==> src/rtl/as_imem_loader_pkg.sv <==
// Shared types and defaults for the JTAG I-Mem load path (clk_i side).
package as_imem_loader_pkg;

   localparam int IM_ADDR_WIDTH  = 10;
   localparam int IM_INSTR_WIDTH = 32;
   localparam int IM_FIFO_DEPTH  = 4;
   localparam int IM_CNT_WIDTH   = 16;
   localparam int IM_SCAN_LENGTH = IM_ADDR_WIDTH + IM_INSTR_WIDTH + 1;

   // Scan word layout as shifted by the TAP; LSB is the write flag.
   typedef struct packed {
      logic [IM_ADDR_WIDTH-1:0]  addr;
      logic [IM_INSTR_WIDTH-1:0] data;
      logic                      we;
   } im_scan_t;

   // Loader FSM encoding; the enum view is what the debug port shows.
   localparam logic [1:0] ST_IDLE    = 2'd0;
   localparam logic [1:0] ST_WRITE   = 2'd1;
   localparam logic [1:0] ST_RD_REQ  = 2'd2;
   localparam logic [1:0] ST_RD_DATA = 2'd3;

   typedef enum logic [1:0] {
      IDLE    = 2'd0,
      WRITE   = 2'd1,
      RD_REQ  = 2'd2,
      RD_DATA = 2'd3
   } imld_state_t;

   // I-Mem is word addressed; byte offsets other than 0 are rejected.
   function automatic logic is_word_aligned(input logic [1:0] byte_ofs);
      return byte_ofs == 2'b00;
   endfunction

endpackage

==> src/rtl/as_imem_loader_if.sv <==
// Bundle of the loader's scan input, I-Mem port and status outputs.
// Handshake: scan_valid_i is a one-cycle strobe with no back-pressure; a word
// that arrives while the buffer is full (and not draining that cycle) is
// dropped and flagged on ovf_o. I-Mem strobes imem_we_o/imem_re_o are
// single-cycle and never overlap; imem_rdata_i is valid the cycle after
// imem_re_o.
interface as_imem_loader_if #(
   parameter int IMEM_ADDR_W = as_imem_loader_pkg::IM_ADDR_WIDTH,
   parameter int INSTR_W     = as_imem_loader_pkg::IM_INSTR_WIDTH,
   parameter int CNT_W       = as_imem_loader_pkg::IM_CNT_WIDTH
);
   import as_imem_loader_pkg::*;

   localparam int SCAN_W = IMEM_ADDR_W + INSTR_W + 1;

   logic                   scan_valid_i;
   logic [SCAN_W-1:0]      scan_word_i;
   logic                   imem_we_o;
   logic                   imem_re_o;
   logic [IMEM_ADDR_W-3:0] imem_addr_o;
   logic [INSTR_W-1:0]     imem_wdata_o;
   logic [INSTR_W-1:0]     imem_rdata_i;
   logic [SCAN_W-1:0]      capture_o;
   logic                   hold_o;
   logic                   ovf_o;
   logic                   misalign_o;
   logic [CNT_W-1:0]       wr_cnt_o;
   imld_state_t            state_dbg;

   modport master (
      output scan_valid_i, scan_word_i, imem_rdata_i,
      input  imem_we_o, imem_re_o, imem_addr_o, imem_wdata_o,
      input  capture_o, hold_o, ovf_o, misalign_o, wr_cnt_o, state_dbg
   );

   modport slave (
      input  scan_valid_i, scan_word_i, imem_rdata_i,
      output imem_we_o, imem_re_o, imem_addr_o, imem_wdata_o,
      output capture_o, hold_o, ovf_o, misalign_o, wr_cnt_o, state_dbg
   );

endinterface

==> src/rtl/as_sync_fifo.sv <==
// Small synchronous FIFO, head visible combinationally on rdata.
// A push while full is accepted only if a pop happens in the same cycle;
// a push into an empty FIFO is never popped in that same cycle.
module as_sync_fifo #(
   parameter int WIDTH = 8,
   parameter int DEPTH = 4
) (
   input  logic             clk,
   input  logic             rst,
   input  logic             push,
   input  logic             pop,
   input  logic [WIDTH-1:0] wdata,
   output logic [WIDTH-1:0] rdata,
   output logic             full,
   output logic             empty
);
   localparam int AW = (DEPTH > 1) ? $clog2(DEPTH) : 1;

   logic [WIDTH-1:0] mem [DEPTH];
   logic [AW-1:0]    wr_ptr;
   logic [AW-1:0]    rd_ptr;
   logic [AW:0]      count;
   logic             do_push;
   logic             do_pop;

   assign full    = (count == (AW+1)'(DEPTH));
   assign empty   = (count == '0);
   assign do_pop  = pop && !empty;
   assign do_push = push && (!full || do_pop);
   assign rdata   = mem[rd_ptr];

   // Storage needs no reset: only entries between the pointers are ever read.
   always_ff @(posedge clk) begin
      if (do_push) mem[wr_ptr] <= wdata;
   end

   // Pointer and occupancy bookkeeping; reset discards all contents.
   always_ff @(posedge clk) begin
      if (!rst) begin
         wr_ptr <= '0;
         rd_ptr <= '0;
         count  <= '0;
      end else begin
         if (do_push) wr_ptr <= wr_ptr + AW'(1);
         if (do_pop)  rd_ptr <= rd_ptr + AW'(1);
         case ({do_push, do_pop})
            2'b10:   count <= count + (AW+1)'(1);
            2'b01:   count <= count - (AW+1)'(1);
            default: count <= count;
         endcase
      end
   end

endmodule

==> src/rtl/as_imem_loader.sv <==
// Buffers TAP scan words and replays them as I-Mem writes or readbacks,
// holding the core while any command is queued or in flight.
module as_imem_loader
   import as_imem_loader_pkg::*;
#(
   parameter int IMEM_ADDR_W = IM_ADDR_WIDTH,
   parameter int INSTR_W     = IM_INSTR_WIDTH,
   parameter int FIFO_DEPTH  = IM_FIFO_DEPTH,
   parameter int CNT_W       = IM_CNT_WIDTH
) (
   input logic              clk_i,
   input logic              rst_i,
   as_imem_loader_if.slave  bus
);
   localparam int SCAN_W = IMEM_ADDR_W + INSTR_W + 1;

   logic [SCAN_W-1:0]      head;
   logic                   fifo_full;
   logic                   fifo_empty;
   logic                   pop;
   logic [IMEM_ADDR_W-1:0] head_addr;
   logic [INSTR_W-1:0]     head_instr;
   logic                   head_we;

   logic [1:0]             state;
   logic [IMEM_ADDR_W-1:0] cmd_addr;
   logic [INSTR_W-1:0]     cmd_data;
   logic                   cap_pend;
   logic                   we_q;
   logic                   re_q;
   logic [IMEM_ADDR_W-3:0] addr_q;
   logic [INSTR_W-1:0]     wdata_q;
   logic [SCAN_W-1:0]      cap_q;
   logic                   hold_q;
   logic                   ovf_q;
   logic                   mis_q;
   logic [CNT_W-1:0]       cnt_q;

   assign head_addr  = head[SCAN_W-1 -: IMEM_ADDR_W];
   assign head_instr = head[INSTR_W:1];
   assign head_we    = head[0];
   assign pop        = (state == ST_IDLE) && !fifo_empty;

   as_sync_fifo #(
      .WIDTH (SCAN_W),
      .DEPTH (FIFO_DEPTH)
   ) u_fifo (
      .clk   (clk_i),
      .rst   (rst_i),
      .push  (bus.scan_valid_i),
      .pop   (pop),
      .wdata (bus.scan_word_i),
      .rdata (head),
      .full  (fifo_full),
      .empty (fifo_empty)
   );

   // Command sequencer: pop in IDLE, then drive one registered I-Mem strobe.
   always_ff @(posedge clk_i) begin
      if (!rst_i) begin
         state    <= ST_IDLE;
         cmd_addr <= '0;
         cmd_data <= '0;
         cap_pend <= 1'b0;
         we_q     <= 1'b0;
         re_q     <= 1'b0;
         addr_q   <= '0;
         wdata_q  <= '0;
         mis_q    <= 1'b0;
      end else begin
         we_q     <= 1'b0;
         re_q     <= 1'b0;
         cap_pend <= 1'b0;
         case (state)
            ST_IDLE: begin
               if (pop) begin
                  if (!is_word_aligned(head_addr[1:0])) begin
                     mis_q <= 1'b1;
                  end else begin
                     cmd_addr <= head_addr;
                     cmd_data <= head_instr;
                     state    <= head_we ? ST_WRITE : ST_RD_REQ;
                  end
               end
            end
            ST_WRITE: begin
               we_q    <= 1'b1;
               addr_q  <= cmd_addr[IMEM_ADDR_W-1:2];
               wdata_q <= cmd_data;
               state   <= ST_IDLE;
            end
            ST_RD_REQ: begin
               re_q   <= 1'b1;
               addr_q <= cmd_addr[IMEM_ADDR_W-1:2];
               state  <= ST_RD_DATA;
            end
            default: begin
               // Read data appears the cycle after the strobe; grab it next edge
               // so the sequencer can already accept the following command.
               cap_pend <= 1'b1;
               state    <= ST_IDLE;
            end
         endcase
      end
   end

   // Readback register for the next Capture-DR.
   always_ff @(posedge clk_i) begin
      if (!rst_i)        cap_q <= '0;
      else if (cap_pend) cap_q <= {cmd_addr, bus.imem_rdata_i, 1'b0};
   end

   // Status: delayed busy, sticky overflow, saturating commit counter.
   always_ff @(posedge clk_i) begin
      if (!rst_i) begin
         hold_q <= 1'b0;
         ovf_q  <= 1'b0;
         cnt_q  <= '0;
      end else begin
         hold_q <= !fifo_empty || (state != ST_IDLE);
         if (bus.scan_valid_i && fifo_full && !pop) ovf_q <= 1'b1;
         if (we_q && (cnt_q != '1)) cnt_q <= cnt_q + CNT_W'(1);
      end
   end

   assign bus.imem_we_o    = we_q;
   assign bus.imem_re_o    = re_q;
   assign bus.imem_addr_o  = addr_q;
   assign bus.imem_wdata_o = wdata_q;
   assign bus.capture_o    = cap_q;
   assign bus.hold_o       = hold_q;
   assign bus.ovf_o        = ovf_q;
   assign bus.misalign_o   = mis_q;
   assign bus.wr_cnt_o     = cnt_q;
   assign bus.state_dbg    = imld_state_t'(state);

endmodule

==> src/flat_wrapper.sv <==
// flat-port wrapper written by rule: the top's interface ports become plain ports
module as_imem_loader_flat import as_imem_loader_pkg::*;
#(
   parameter int IMEM_ADDR_W = IM_ADDR_WIDTH,
   parameter int INSTR_W     = IM_INSTR_WIDTH,
   parameter int FIFO_DEPTH  = IM_FIFO_DEPTH,
   parameter int CNT_W       = IM_CNT_WIDTH
)
  (clk_i, rst_i, bus_scan_valid_i, bus_scan_word_i, bus_imem_rdata_i, bus_imem_we_o, bus_imem_re_o, bus_imem_addr_o, bus_imem_wdata_o, bus_capture_o, bus_hold_o, bus_ovf_o, bus_misalign_o, bus_wr_cnt_o, bus_state_dbg);
  as_imem_loader_if #(.IMEM_ADDR_W(IMEM_ADDR_W), .INSTR_W(INSTR_W), .CNT_W(CNT_W)) bus_i ();
  input logic clk_i;
  input logic rst_i;
  input wire logic [$bits(bus_i.scan_valid_i)-1:0] bus_scan_valid_i;
  input wire logic [$bits(bus_i.scan_word_i)-1:0] bus_scan_word_i;
  input wire logic [$bits(bus_i.imem_rdata_i)-1:0] bus_imem_rdata_i;
  output wire logic [$bits(bus_i.imem_we_o)-1:0] bus_imem_we_o;
  output wire logic [$bits(bus_i.imem_re_o)-1:0] bus_imem_re_o;
  output wire logic [$bits(bus_i.imem_addr_o)-1:0] bus_imem_addr_o;
  output wire logic [$bits(bus_i.imem_wdata_o)-1:0] bus_imem_wdata_o;
  output wire logic [$bits(bus_i.capture_o)-1:0] bus_capture_o;
  output wire logic [$bits(bus_i.hold_o)-1:0] bus_hold_o;
  output wire logic [$bits(bus_i.ovf_o)-1:0] bus_ovf_o;
  output wire logic [$bits(bus_i.misalign_o)-1:0] bus_misalign_o;
  output wire logic [$bits(bus_i.wr_cnt_o)-1:0] bus_wr_cnt_o;
  output wire logic [$bits(bus_i.state_dbg)-1:0] bus_state_dbg;
  assign bus_i.scan_valid_i = bus_scan_valid_i;
  assign bus_i.scan_word_i = bus_scan_word_i;
  assign bus_i.imem_rdata_i = bus_imem_rdata_i;
  assign bus_imem_we_o = bus_i.imem_we_o;
  assign bus_imem_re_o = bus_i.imem_re_o;
  assign bus_imem_addr_o = bus_i.imem_addr_o;
  assign bus_imem_wdata_o = bus_i.imem_wdata_o;
  assign bus_capture_o = bus_i.capture_o;
  assign bus_hold_o = bus_i.hold_o;
  assign bus_ovf_o = bus_i.ovf_o;
  assign bus_misalign_o = bus_i.misalign_o;
  assign bus_wr_cnt_o = bus_i.wr_cnt_o;
  assign bus_state_dbg = bus_i.state_dbg;
  as_imem_loader #(.IMEM_ADDR_W(IMEM_ADDR_W), .INSTR_W(INSTR_W), .FIFO_DEPTH(FIFO_DEPTH), .CNT_W(CNT_W)) u_core (.clk_i(clk_i), .rst_i(rst_i), .bus(bus_i));
endmodule
==> config.mk <==
export PLATFORM = sky130hd
export DESIGN_NAME = as_imem_loader_flat
export DESIGN_NICKNAME = d
export VERILOG_FILES = /design/src/rtl/as_imem_loader_pkg.sv /design/src/rtl/as_imem_loader_if.sv /design/src/rtl/as_sync_fifo.sv /design/src/rtl/as_imem_loader.sv /design/src/flat_wrapper.sv
export SDC_FILE = /design/constraint.sdc
export NUM_CORES = 1
export LEC_CHECK = 0
export BUFFER_PORTS_ARGS = -buffer_cell sky130_fd_sc_hd__clkbuf_2
export CAP_MARGIN = 40
export CORE_MARGIN = 5
export CORE_UTILIZATION = 40
export CTS_BUF_LIST = sky130_fd_sc_hd__clkbuf_4 sky130_fd_sc_hd__clkbuf_8
export DETAILED_ROUTE_END_ITERATION = 10
export HOLD_SLACK_MARGIN = 0.03
export MAX_ROUTING_LAYER = met4
export PLACE_DENSITY_LB_ADDON = 0.15
export SETUP_SLACK_MARGIN = 0.4
export SLEW_MARGIN = 15
export SYNTH_ARGS = -nofsm -noshare
export SYNTH_HDL_FRONTEND = slang
export SYNTH_SLANG_ARGS = --single-unit
==> constraint.sdc <==
create_clock -name clk_i -period 4.3 [get_ports clk_i]
set_input_delay 0.215 -clock clk_i [delete_from_list [all_inputs] [get_ports clk_i]]
set_output_delay 0.215 -clock clk_i [all_outputs]
set_load 0.03 [all_outputs]
==> results.md, run 1 <==
- Number of distinct standard cells referenced by the synthesized netlist: 54
- Number of global-route vias before repair: 7803
- Peak supply drop: 0.000296 V
- GR Overflow Total: 0
- CTS Hold Buffers Added: 76
- Main flop type after synthesis: sky130_fd_sc_hd__edfxtp_1
- Cell count after synthesis: between 800 and 900
- Final layout net count: 1224
- Number of failing hold endpoints at the final stage: 0
- DIE AREA: about 0.035 mm^2
- Startpoint class of the critical path: register
- Share of Yosys cell area claimed by the top area cell type: 41.3%
- Unrepaired setup endpoints after global routing: false
- Post-route met1 wirelength: 11900 um
- First-pass GRT wire length: 42600 um
- Critical path start-end classification: reg -> reg
- CTS root buf: sky130_fd_sc_hd__clkbuf_8
- DP Wirelength: 16500 um
- Cell row count: 64
- Most used cells in the layout excluding fill and tap cells: sky130_fd_sc_hd__clkbuf_2 (182), sky130_fd_sc_hd__edfxtp_1 (172), sky130_fd_sc_hd__dfxtp_1 (154)
- GPL Wtd Cong: 0.748
- Number of buffers created by CTS: 55
- Max Cap Violations: 0
- Number of gates resized after CTS: 0
- Die Height: 187 um
- Via Count: 7594
- EDFF count, synth: approximately 170
- Number of warning messages in the yosys log: 0
- Net count after synthesis: 947
- Average size of a mapped cell: 14.6 um^2
- CTS tree: yes
- Outcome: finished clean
- Leak pwr: 5.70 nW
- Async set-reset flop share out of synthesis: 0%
- Die boundary width: roughly 190 um
- Area growth syn-to-layout: 25.6%
- Final standard cell utilization of the core: 51.1%
- Sinks on the clock net: 329
- # IOs: between 150 and 200
- Total iterations of the first detailed-routing run: 5
- Number of input and output port buffers inserted: 182
- Number of post-CTS setup repair buffers: 0
- Ratio of cells with drive above 1 in the final layout: 36.6%
- Worst min path class: in -> reg
- Total routing resource utilization after global routing: 15.3%
- #FFs+latches synth: about 330
- Total power density per cell area: 531 mW/mm^2
- Starting Density: between 40% and 50%
- Most frequent standard cell in the layout excluding fill and tap cells: sky130_fd_sc_hd__clkbuf_2
- Post-synthesis instance area: 0.0125 mm^2
- Standard cell core area: 0.0307 mm^2
- Clk_skew: 15.3 ps
- Worst path arrival time: 3140 ps
- Mean routed wirelength per cell: 16.5 um
- Violation count after the first detailed-routing iteration: 385
- Clock-pin transition on the worst setup and hold timing paths: approximately 60 ps
- Number of antenna violations at the first check in global routing: 0
- Area contributors post-synth: sky130_fd_sc_hd__edfxtp_1 (41%), sky130_fd_sc_hd__dfxtp_1 (25%), sky130_fd_sc_hd__mux4_2 (7.4%)
- Critical Path RT: 4800 ps
- Final worst path period share: around 61%
- Pin count of the biggest net entering global routing: 93
- Avg Vias per Cell: 4.81
- Final setup violation count: 0
- Max Root-Sink Buffers: 3
- Max-slew headroom: between 40 and 50%
- Number of inserted filler cells in the final layout: about 2600
- Setup TNS after final layout: 0 ps
- Final Max Slew Viols: 0
- Number of design rule violations left after detail routing: 0
- Crit path time final: 2640 ps
- Top routing layer in use: met4
- Length of routed met2 wiring: 11900 um
- Critical Path Sink Type: register
- Tightest Pin Transition: 846 ps
- Post-Route WL: 26000 um
- Number of H-tree branching levels: 2
- Share of synthesized area occupied by flip-flops and latches: 66.4%
- ANT nets after route: 0
- Clock insertion delay at the later pin of the skew report: 580 ps
- Antenna cells: 0
- Cell type contributing the most total cell area after synthesis: sky130_fd_sc_hd__edfxtp_1
- Critical Path Fanout Max: 10
- Wire length on met3: 1620 um
- Achievable frequency: 379 MHz
metal layers:
| metal | GRT usage (%) | up-vias |
|---|---|---|
| met2 | 23.4 | 230 |
| li1 | - | 3711 |
| met4 | 3.95 | 0 |
| met3 | 4.05 | 42 |
| met1 | 20.5 | 3611 |
| met5 | - | - |
worst paths after layout:
| path | slack [ps] | depth (start not counted) | to | startpoint |
|---|---|---|---|---|
| setup reg to reg | 1660 | 9 | u_core.u_fifo.count[1] | u_core.bus.state_dbg[0] |
| setup / recovery | 1660 | 9 | u_core.u_fifo.count[1] | u_core.bus.state_dbg[0] |
| hold reg to reg | 460 | 2 | u_core.cmd_data[28] | u_core.cmd_data[28] |
| hold / removal | 100 | 2 | u_core.bus.hold_o | rst_i |
stage by stage:
stage	std cells	setup WS [ps]	cell area, um^2	power, mW	hold slack, ps
3_3_place_gp	1394	1580	13700	5.64	441
3_5_place_dp	1398	1670	13800	5.66	446
5_1_grt	1578	1460	15700	8.82	79.4
6_report	1578	1660	15700	8.35	103
2_1_floorplan	859	1580	12500	5.21	314
4_1_cts	1577	1620	15700	8.51	55.2
cell families after synthesis:
logic type                 Yosys count  synth area share (%)
DFF                                329                  66.4
and+or+nand+nor                    238                  9.97
muxes                              127                  14.3
AOI/OAI and AO/OA                   88                  5.58
buffers and inverters               63                  2.49
adders and majority gates           10                  1.06
xor gates and xnor gates             3                 0.210
other                                1                0.0300
synthesized netlist by cell type (3+ instances only):
library cell               count
sky130_fd_sc_hd__nand3_1       5
sky130_fd_sc_hd__buf_2        18
sky130_fd_sc_hd__edfxtp_1    172
sky130_fd_sc_hd__dfxtp_1     157
sky130_fd_sc_hd__a21oi_1      18
sky130_fd_sc_hd__nand2b_1      3
sky130_fd_sc_hd__o31ai_1      10
sky130_fd_sc_hd__nand2_2      40
sky130_fd_sc_hd__nor2_1       93
sky130_fd_sc_hd__and2_1        8
sky130_fd_sc_hd__mux2i_1      85
sky130_fd_sc_hd__or4_1         9
sky130_fd_sc_hd__o21ai_1       3
sky130_fd_sc_hd__buf_6         6
sky130_fd_sc_hd__mux4_2       41
sky130_fd_sc_hd__nand2_1      52
sky130_fd_sc_hd__and3_1        5
sky130_fd_sc_hd__or3_1         4
sky130_fd_sc_hd__inv_1        12
sky130_fd_sc_hd__ha_1          9
sky130_fd_sc_hd__nand4_1       3
sky130_fd_sc_hd__a21oi_2      40
sky130_fd_sc_hd__clkbuf_1     24
registers in the layout, summed over array words and instances (netlist names), named ones only:
name / cells
u_core.bus.imem_wdata_o: 32
u_core.bus.ovf_o: 1
u_core.cmd_data: 32
u_core.bus.hold_o: 1
u_core.bus.misalign_o: 1
u_core.bus.imem_re_o: 1
u_core.bus.imem_we_o: 1
u_core.cmd_addr: 10
u_core.u_fifo.wr_ptr: 2
u_core.bus.imem_addr_o: 8
u_core.u_fifo.rd_ptr: 2
u_core.bus.wr_cnt_o: 16
u_core.u_fifo.count: 3
u_core.u_fifo.mem: 172
u_core.cap_pend: 1
u_core.bus.capture_o: 42
u_core.bus.state_dbg: 2
worst max-delay path: stages (launching register included):
cell	delay [ps]
sky130_fd_sc_hd__dfxtp_1	340
sky130_fd_sc_hd__inv_1	110
sky130_fd_sc_hd__ha_1	340
sky130_fd_sc_hd__o31a_1	490
sky130_fd_sc_hd__nor2b_1	270
sky130_fd_sc_hd__inv_1	80
sky130_fd_sc_hd__fa_1	470
sky130_fd_sc_hd__o31ai_1	270
sky130_fd_sc_hd__nand2_1	80
sky130_fd_sc_hd__a21oi_1	110
layout make-up:
cell class | count | area (um^2) | area share, %
clock inverter | 24 | 151 | 0.963
tap | 396 | 495 | 3.15
clock buffer | 79 | 968 | 6.16
inverter | 12 | 50.0 | 0.318
timing repair buffer | 271 | 1840 | 11.7
multi-input combinational | 467 | 3900 | 24.8
sequential | 329 | 8310 | 52.9
power by group:
part,total [mW],switching [mW],internal (mW)
Sequential,3.83,0.224,3.61
Clock,2.73,1.21,1.52
Combinational,1.78,0.970,0.814
No activity file was read; power rests on OpenSTA's default activity.
==> run 2: changes to the inputs <==
--- a/config.mk
+++ b/config.mk
@@ -5,6 +5,7 @@
 export SDC_FILE = /design/constraint.sdc
 export NUM_CORES = 1
 export LEC_CHECK = 0
+export ABC_AREA = 1
 export BUFFER_PORTS_ARGS = -buffer_cell sky130_fd_sc_hd__clkbuf_2
 export CAP_MARGIN = 40
 export CORE_MARGIN = 5
==> constraint.sdc (replaced) <==
create_clock -name clk_i -period 2.8 [get_ports clk_i]
set_input_delay 0.14 -clock clk_i [delete_from_list [all_inputs] [get_ports clk_i]]
set_output_delay 0.14 -clock clk_i [all_outputs]
set_load 0.03 [all_outputs]
==> run 2 against run 1 <==
Net effect:
- synthesized cell count rose by 41%
- die area decreased by 1.3%
- combinational power is 110% higher
- utilization rose by 0.23 points
- clock power up 62%
- highest routed layer unchanged
- sequential power up 60%
- final area shrank 0.34%
- largest power group unchanged
- sequential cell count did not move
- clock skew increased by 6.0 ps
- first-iteration DRC count up 11%
==> results.md, run 2 <==
- Net count after synthesis: 1300
- Number of buffers created by CTS: 55
- Final-layout worst hold slack: about 330 ps
- Synth cell count leaders: sky130_fd_sc_hd__nor2_1 (357), sky130_fd_sc_hd__o21ai_0 (204), sky130_fd_sc_hd__edfxtp_1 (172)
- Max Root-Sink Buffers: 3
- ANT nets after route: 0
- Critical path cell sequence: inv_1 -> ha_2 -> inv_1 -> nand3_1 -> nand2_1 -> nor2_4 -> buf_4
- Sinks on the clock net: 329
- Main flop type after synthesis: sky130_fd_sc_hd__edfxtp_1
- Number of antenna violations at the first check in global routing: 0
- Area contributors post-synth: sky130_fd_sc_hd__edfxtp_1 (42%), sky130_fd_sc_hd__dfxtp_1 (25%), sky130_fd_sc_hd__nor2_1 (11%)
- Most instantiated library cell after synthesis: sky130_fd_sc_hd__nor2_1
- Number of global-route vias before repair: 9121
- Post-route cell area: 0.0157 mm^2
- Worst hold stages: 2
- Cell row count: 64
- Standard cell core area: 0.0305 mm^2
- Async set-reset flop share out of synthesis: 0%
- Share of Yosys cell area claimed by the top area cell type: between 40% and 50%
- Tightest Pin Transition: 633 ps
- Post-Route WL: 30500 um
- Largest register by flop count: u_core.u_fifo.mem
- Area growth syn-to-layout: 26.9%
- Crit Reg-Reg Startpoint: u_core.bus.state_dbg[0]
- Startpoint class of the critical path: register
- Max-slew headroom: 57.8%
- Max reg flops: 172
- Share of synthesized area occupied by flip-flops and latches: around 67%
- Peak supply drop: roughly 0.00055 V
- Number of inserted filler cells in the final layout: 2811
- Clock-pin transition on the worst setup and hold timing paths: 60 ps
- GPL Wtd Cong: 0.768
- Total iterations of the first detailed-routing run: 5
- Critical Path Fanout Max: 27
- Largest stage delay, worst path: 430 ps
- #FFs+latches synth: 329
- Final Max Slew Viols: 0
- Max Cap Violations: 0
- DIE AREA: 0.0345 mm^2
- CTS tree: yes
- Avg Vias per Cell: 4.85
- Most frequent standard cell in the layout excluding fill and tap cells: sky130_fd_sc_hd__nor2_1
- GR Overflow Total: 0
- CTS root buf: sky130_fd_sc_hd__clkbuf_8
- Worst-case register-to-register setup slack: 640 ps
- Via Count: 9345
- Pin count of the biggest net entering global routing: 59
- Average size of a mapped cell: a little over 10 um^2
- Final worst path period share: 77.1%
- Final setup violation count: 0
- Most used cells in the layout excluding fill and tap cells: sky130_fd_sc_hd__nor2_1 (353), sky130_fd_sc_hd__o21ai_0 (204), sky130_fd_sc_hd__clkbuf_2 (181)
- Critical path start-end classification: reg -> reg
- Crit path time final: 2160 ps
- Post-synthesis instance area: 0.0123 mm^2
- Worst hold path endpoint: u_core.u_fifo.mem[3][18]
- Most frequent cell on the critical path: sky130_fd_sc_hd__inv_1
- First-pass GRT wire length: 48400 um
- Cell type contributing the most total cell area after synthesis: sky130_fd_sc_hd__edfxtp_1
- Placed instance area: around 0.014 mm^2
- EDFF count, synth: about 170
- Antenna cells: 0
- Number of design rule violations left after detail routing: 0
- Critical Path RT: around 3000 ps
- Ratio of cells with drive above 1 in the final layout: 21.9%
- Cell count after synthesis: between 1000 and 1500
- Setup TNS after final layout: 0 ps
- Clock insertion delay at the later pin of the skew report: 580 ps
- Achievable frequency: 463 MHz
- Total power density per cell area: a little over 900 mW/mm^2
- Die boundary width: 186 um
- Worst r2r dst: u_core.u_fifo.mem[1][9]
- Worst path arrival time: 2370 ps
- # IOs: approximately 180
- Starting Density: 40.5%
- Unrepaired setup endpoints after global routing: false
- Number of warning messages in the yosys log: 0
- Worst r2r path cells: 7
- Die Height: 186 um
- Outcome: finished clean
- Leak pwr: between 6 and 7 nW
- Violation count after the first detailed-routing iteration: 429
- Number of input and output port buffers inserted: 182
- Number of distinct standard cells referenced by the synthesized netlist: 33
- Number of H-tree branching levels: 2
- Final layout net count: between 1500 and 2000
- Critical Path Sink Type: register
- Total routing resource utilization after global routing: ~18%
- Critical Path Slowest Stage Cell: sky130_fd_sc_hd__buf_4
- Startpoint of the tightest hold check path: bus_scan_word_i[18]
- Number of failing hold endpoints at the final stage: 0
- Mean routed wirelength per cell: 15.9 um
- Worst min path class: in -> reg
- Clk_skew: between 20 and 25 ps
- DP Wirelength: 18500 um
## run 2: power breakdown
part / switching, mW / internal, mW
clock: 1.87 / 2.54
sequential: 0.337 / 5.79
combinational: 2.59 / 1.10
## run 2: cell type report
cell class                 instances  area [um^2]  share of cell area [%]
multi-input combinational        765         3580                    22.8
sequential                       329         8310                    53.0
timing repair buffer             283         1910                    12.2
clock inverter                    15          100                   0.639
tap                              396          495                    3.16
clock buffer                      89         1080                    6.90
inverter                          50          188                    1.20
## run 2: what timing repair did
item                                    in CTS  in global routing
setup buffers                                0                  0
hold endpoints to repair                   233                  0
hold buffers                                77                  0
endpoints found under the setup margin       0                  2
resized for setup                            0                  1
## run 2: cell families after synthesis
kind of cell,count (synthesis),synth area share (%)
DFF,329,67.3
xor gates and xnor gates,6,0.426
other,1,0.0304
buffers and inverters,118,4.00
adders and majority gates,10,1.07
AOI/OAI and AO/OA,276,12.0
and+or+nand+nor,472,15.2
## run 2: per-stage QoR
stage,power (mW),utilization [%],std cells,worst slack [ps]
2_1_floorplan,8.64,-,1212,72.5
3_3_place_gp,9.81,44.9,1745,227
3_5_place_dp,9.86,44.9,1746,562
4_1_cts,14.4,51.3,1927,538
5_1_grt,15.2,51.4,1927,493
6_report,14.2,51.4,1927,642
## run 2: worst max path at each step
stage	from	end	slack (ps)
2_1_floorplan	u_core.bus.state_dbg[0]	u_core.u_fifo.mem[0][0]	70
3_3_place_gp	u_core.bus.state_dbg[0]	u_core.cmd_data[9]	230
3_5_place_dp	u_core.bus.state_dbg[0]	u_core.u_fifo.mem[1][22]	560
4_1_cts	u_core.bus.state_dbg[0]	u_core.u_fifo.mem[1][9]	540
5_1_grt	u_core.bus.state_dbg[0]	u_core.u_fifo.count[1]	490
6_report	u_core.bus.state_dbg[0]	u_core.u_fifo.mem[1][9]	640
## run 2: routing by layer
metal | GRT usage (%) | wire length (um) | vias to the layer above
met5 | - | 0 | -
met4 | 4.11 | 469 | 0
met3 | 3.67 | 2160 | 48
met2 | 27.6 | 13600 | 273
met1 | 24.5 | 14400 | 4346
li1 | - | - | 4678
## run 2: worst max-delay path, delay by kind of cell, from the launching register on
family	cells	cell delay, ps
fa+ha+maj	1	260
buf+inv	3	600
flops	1	360
simple gates	3	560
==> run 3: changes to the inputs <==
--- a/config.mk
+++ b/config.mk
@@ -5,7 +5,7 @@
 export SDC_FILE = /design/constraint.sdc
 export NUM_CORES = 1
 export LEC_CHECK = 0
-export ABC_AREA = 1
+export ABC_AREA = 0
 export BUFFER_PORTS_ARGS = -buffer_cell sky130_fd_sc_hd__clkbuf_2
 export CAP_MARGIN = 40
 export CORE_MARGIN = 5
==> constraint.sdc (replaced) <==
create_clock -name clk_i -period 1.9 [get_ports clk_i]
set_input_delay 0.095 -clock clk_i [delete_from_list [all_inputs] [get_ports clk_i]]
set_output_delay 0.095 -clock clk_i [all_outputs]
set_load 0.03 [all_outputs]
==> run 3 against run 2 <==
Net effect:
- final area rose by 11%
- largest power group unchanged
- non-clock buffer count rose by 72
- final cell count down 14%
- hold slack lost 72 ps
- global-route usage down 1.1 points
- first-iteration DRC count decreased by 18%
- total power grew 49%
- count of clock-buffer cells in the layout decreased by 10
==> results.md, run 3 (synthesis gave the netlist of run 1 again) <==
- Worst-case register-to-register setup slack: 110 ps
- Avg Vias per Cell: 4.89
- Achievable frequency: 558 MHz
- Timing endpoint of the critical path: u_core.u_fifo.count[1]
- Number of input and output port buffers inserted: 182
- Most frequent standard cell in the layout excluding fill and tap cells: sky130_fd_sc_hd__clkbuf_2
- Number of global-route vias before repair: 8320
- Critical Path Fanout Max: 3
- Number of failing hold endpoints at the final stage: 0
- Sinks on the clock net: about 330
- Starting Density: 40.7%
- Number of design rule violations left after detail routing: 0
- Placed cell count: approximately 1400
- Critical Path RT: 2420 ps
- Max Root-Sink Buffers: 3
- Total iterations of the first detailed-routing run: 4
- Combined buffer and inverter count along the critical path: 2
- CTS tree: yes
- Worst r2r dst: u_core.u_fifo.count[1]
- Mean routed wirelength per cell: about 18 um
- Critical Path Slowest Stage Cell: sky130_fd_sc_hd__fa_2
- Net switching share of the total power: between 20 and 30%
- Delay-heaviest family, CP: adder cells
- Unrepaired setup endpoints after global routing: true
- Number of standard cells in the final layout excluding fillers: 1663
- Outcome: finished clean
- GR Overflow Total: 0
- Total routing resource utilization after global routing: 16.8%
- Leak pwr: ~6.5 nW
- Die Height: 187 um
- Crit Reg-Reg Startpoint: u_core.bus.state_dbg[1]
- Largest stage delay, worst path: 430 ps
- Internal power consumption: about 15 mW
- Max Cap Violations: 0
- Standard cell core area: between 0.03 and 0.04 mm^2
- GPL Wtd Cong: 0.745
- Worst min path class: in -> reg
- Clk_skew: 31.4 ps
- Number of H-tree branching levels: 2
- Cell depth of the worst setup path: 8
- Footprint of the flip-flops and latches: 0.00838 mm^2
- Startpoint class of the critical path: register
- Largest register by flop count: u_core.u_fifo.mem
- Final layout net count: 1308
- Setup TNS after final layout: 0 ps
- Number of inserted filler cells in the final layout: 2526
- Critical path start-end classification: reg -> reg
- Clock power frac: approximately 33%
- Worst path arrival time: 2310 ps
- Final worst path period share: 94.3%
- Max-slew headroom: 65.1%
- Tightest Pin Transition: between 500 and 600 ps
- DIE AREA: about 0.035 mm^2
- Power dissipated by switching net loads: 6.10 mW
- Area growth syn-to-layout: 39.5%
- Critical path cell sequence: inv_4 -> ha_4 -> o31a_1 -> nor2b_4 -> inv_2 -> fa_2 -> a211o_1 -> a21oi_1
- CTS root buf: sky130_fd_sc_hd__clkbuf_8
- Worst r2r path cells: 8
- Critical Path Sink Type: register
- Final Max Slew Viols: 0
- Reg power frac: about two fifths
- Max reg flops: 172
- Combinational group share of total power: 27.2%
- Post-Route WL: 30000 um
- Most used cells in the layout excluding fill and tap cells: sky130_fd_sc_hd__clkbuf_2 (182), sky130_fd_sc_hd__edfxtp_1 (172), sky130_fd_sc_hd__dfxtp_1 (135)
- Via Count: 8131
- Final setup violation count: 0
- Crit path time final: about 1800 ps
- Peak supply drop: 0.000664 V
- First-pass GRT wire length: between 40000 and 50000 um
- Clock insertion delay at the later pin of the skew report: 600 ps
- DP Wirelength: 17400 um
- Ratio of cells with drive above 1 in the final layout: ~46%
- Clock-pin transition on the worst setup and hold timing paths: 70 ps
- Start point of the critical path: u_core.bus.state_dbg[1]
- Final setup margin: 107 ps
- Total power density per cell area: 1220 mW/mm^2
- # IOs: 184
- Minimum setup slack after placement: 59.3 ps
- Pin count of the biggest net entering global routing: 39
- Number of antenna violations at the first check in global routing: 2
- Cell row count: 64
- ANT nets after route: 0
- Violation count after the first detailed-routing iteration: 351
- Die boundary width: 187 um
- Multi-input gate area: between 0.004 and 0.005 mm^2
- Number of buffers created by CTS: 55
[run 3: what timing repair did]
action | 4_1_cts | 5_1_grt
pin swaps | 16 | 19
endpoints found under the hold margin | 215 | 0
gates cloned | 8 | 16
endpoints found under the setup margin | 226 | 237
resized for setup | 43 | 35
hold buffers | 77 | 0
setup buffers | 26 | 15
[run 3: metrics by stage]
stage	utilization, %	hold WS [ps]	power, mW	area (um^2)
4_1_cts	54.8	216	21.2	16800
3_5_place_dp	46.3	318	13.2	14200
3_3_place_gp	46.3	316	13.2	14200
2_1_floorplan	-	194	12.0	12700
5_1_grt	56.8	230	22.3	17500
6_report	56.8	258	21.3	17500
[run 3: power groups by stage]
stage	Combinational, mW	Sequential [mW]	Clock (mW)
CTS	5.50	8.56	7.14
detailed placement	4.47	8.74	0
global route	6.21	8.62	7.46
global placement	4.46	8.72	0
finish	5.78	8.56	6.93
floorplan	3.23	8.81	0
[run 3: worst min-delay path by stage]
stage / cells past startpoint / from / slack [ps] / to
after detailed placement: 1 / bus_scan_word_i[40] / 320 / u_core.u_fifo.mem[2][40]
after CTS: 2 / bus_scan_word_i[18] / 220 / u_core.u_fifo.mem[0][18]
after floorplan: 0 / bus_scan_word_i[0] / 190 / u_core.u_fifo.mem[0][0]
after global routing: 2 / bus_scan_word_i[18] / 230 / u_core.u_fifo.mem[0][18]
after global placement: 1 / bus_scan_word_i[9] / 320 / u_core.u_fifo.mem[3][9]
final: 2 / bus_scan_word_i[19] / 260 / u_core.u_fifo.mem[1][19]
[run 3: layout make-up]
type	count	share of cell area, %
diodes	2	0.0287
clock buffers	79	5.66
clock inverters	23	1.47
inverters	12	0.337
multi-input cells	467	24.0
flip-flops and latches	329	48.0
well taps	396	2.84
repair buffers	355	17.6
[run 3: routing by layer]
layer | wire length, um | global-route usage, % | share of wire [%] | vias to the layer above
met2 | 14200 | 26.4 | 47 | 238
met5 | 0 | - | 0 | -
li1 | - | - | - | 3905
met3 | 1650 | 3.99 | 5.5 | 45
met1 | 13700 | 22.0 | 46 | 3943
met4 | 478 | 4.75 | 1.6 | 0
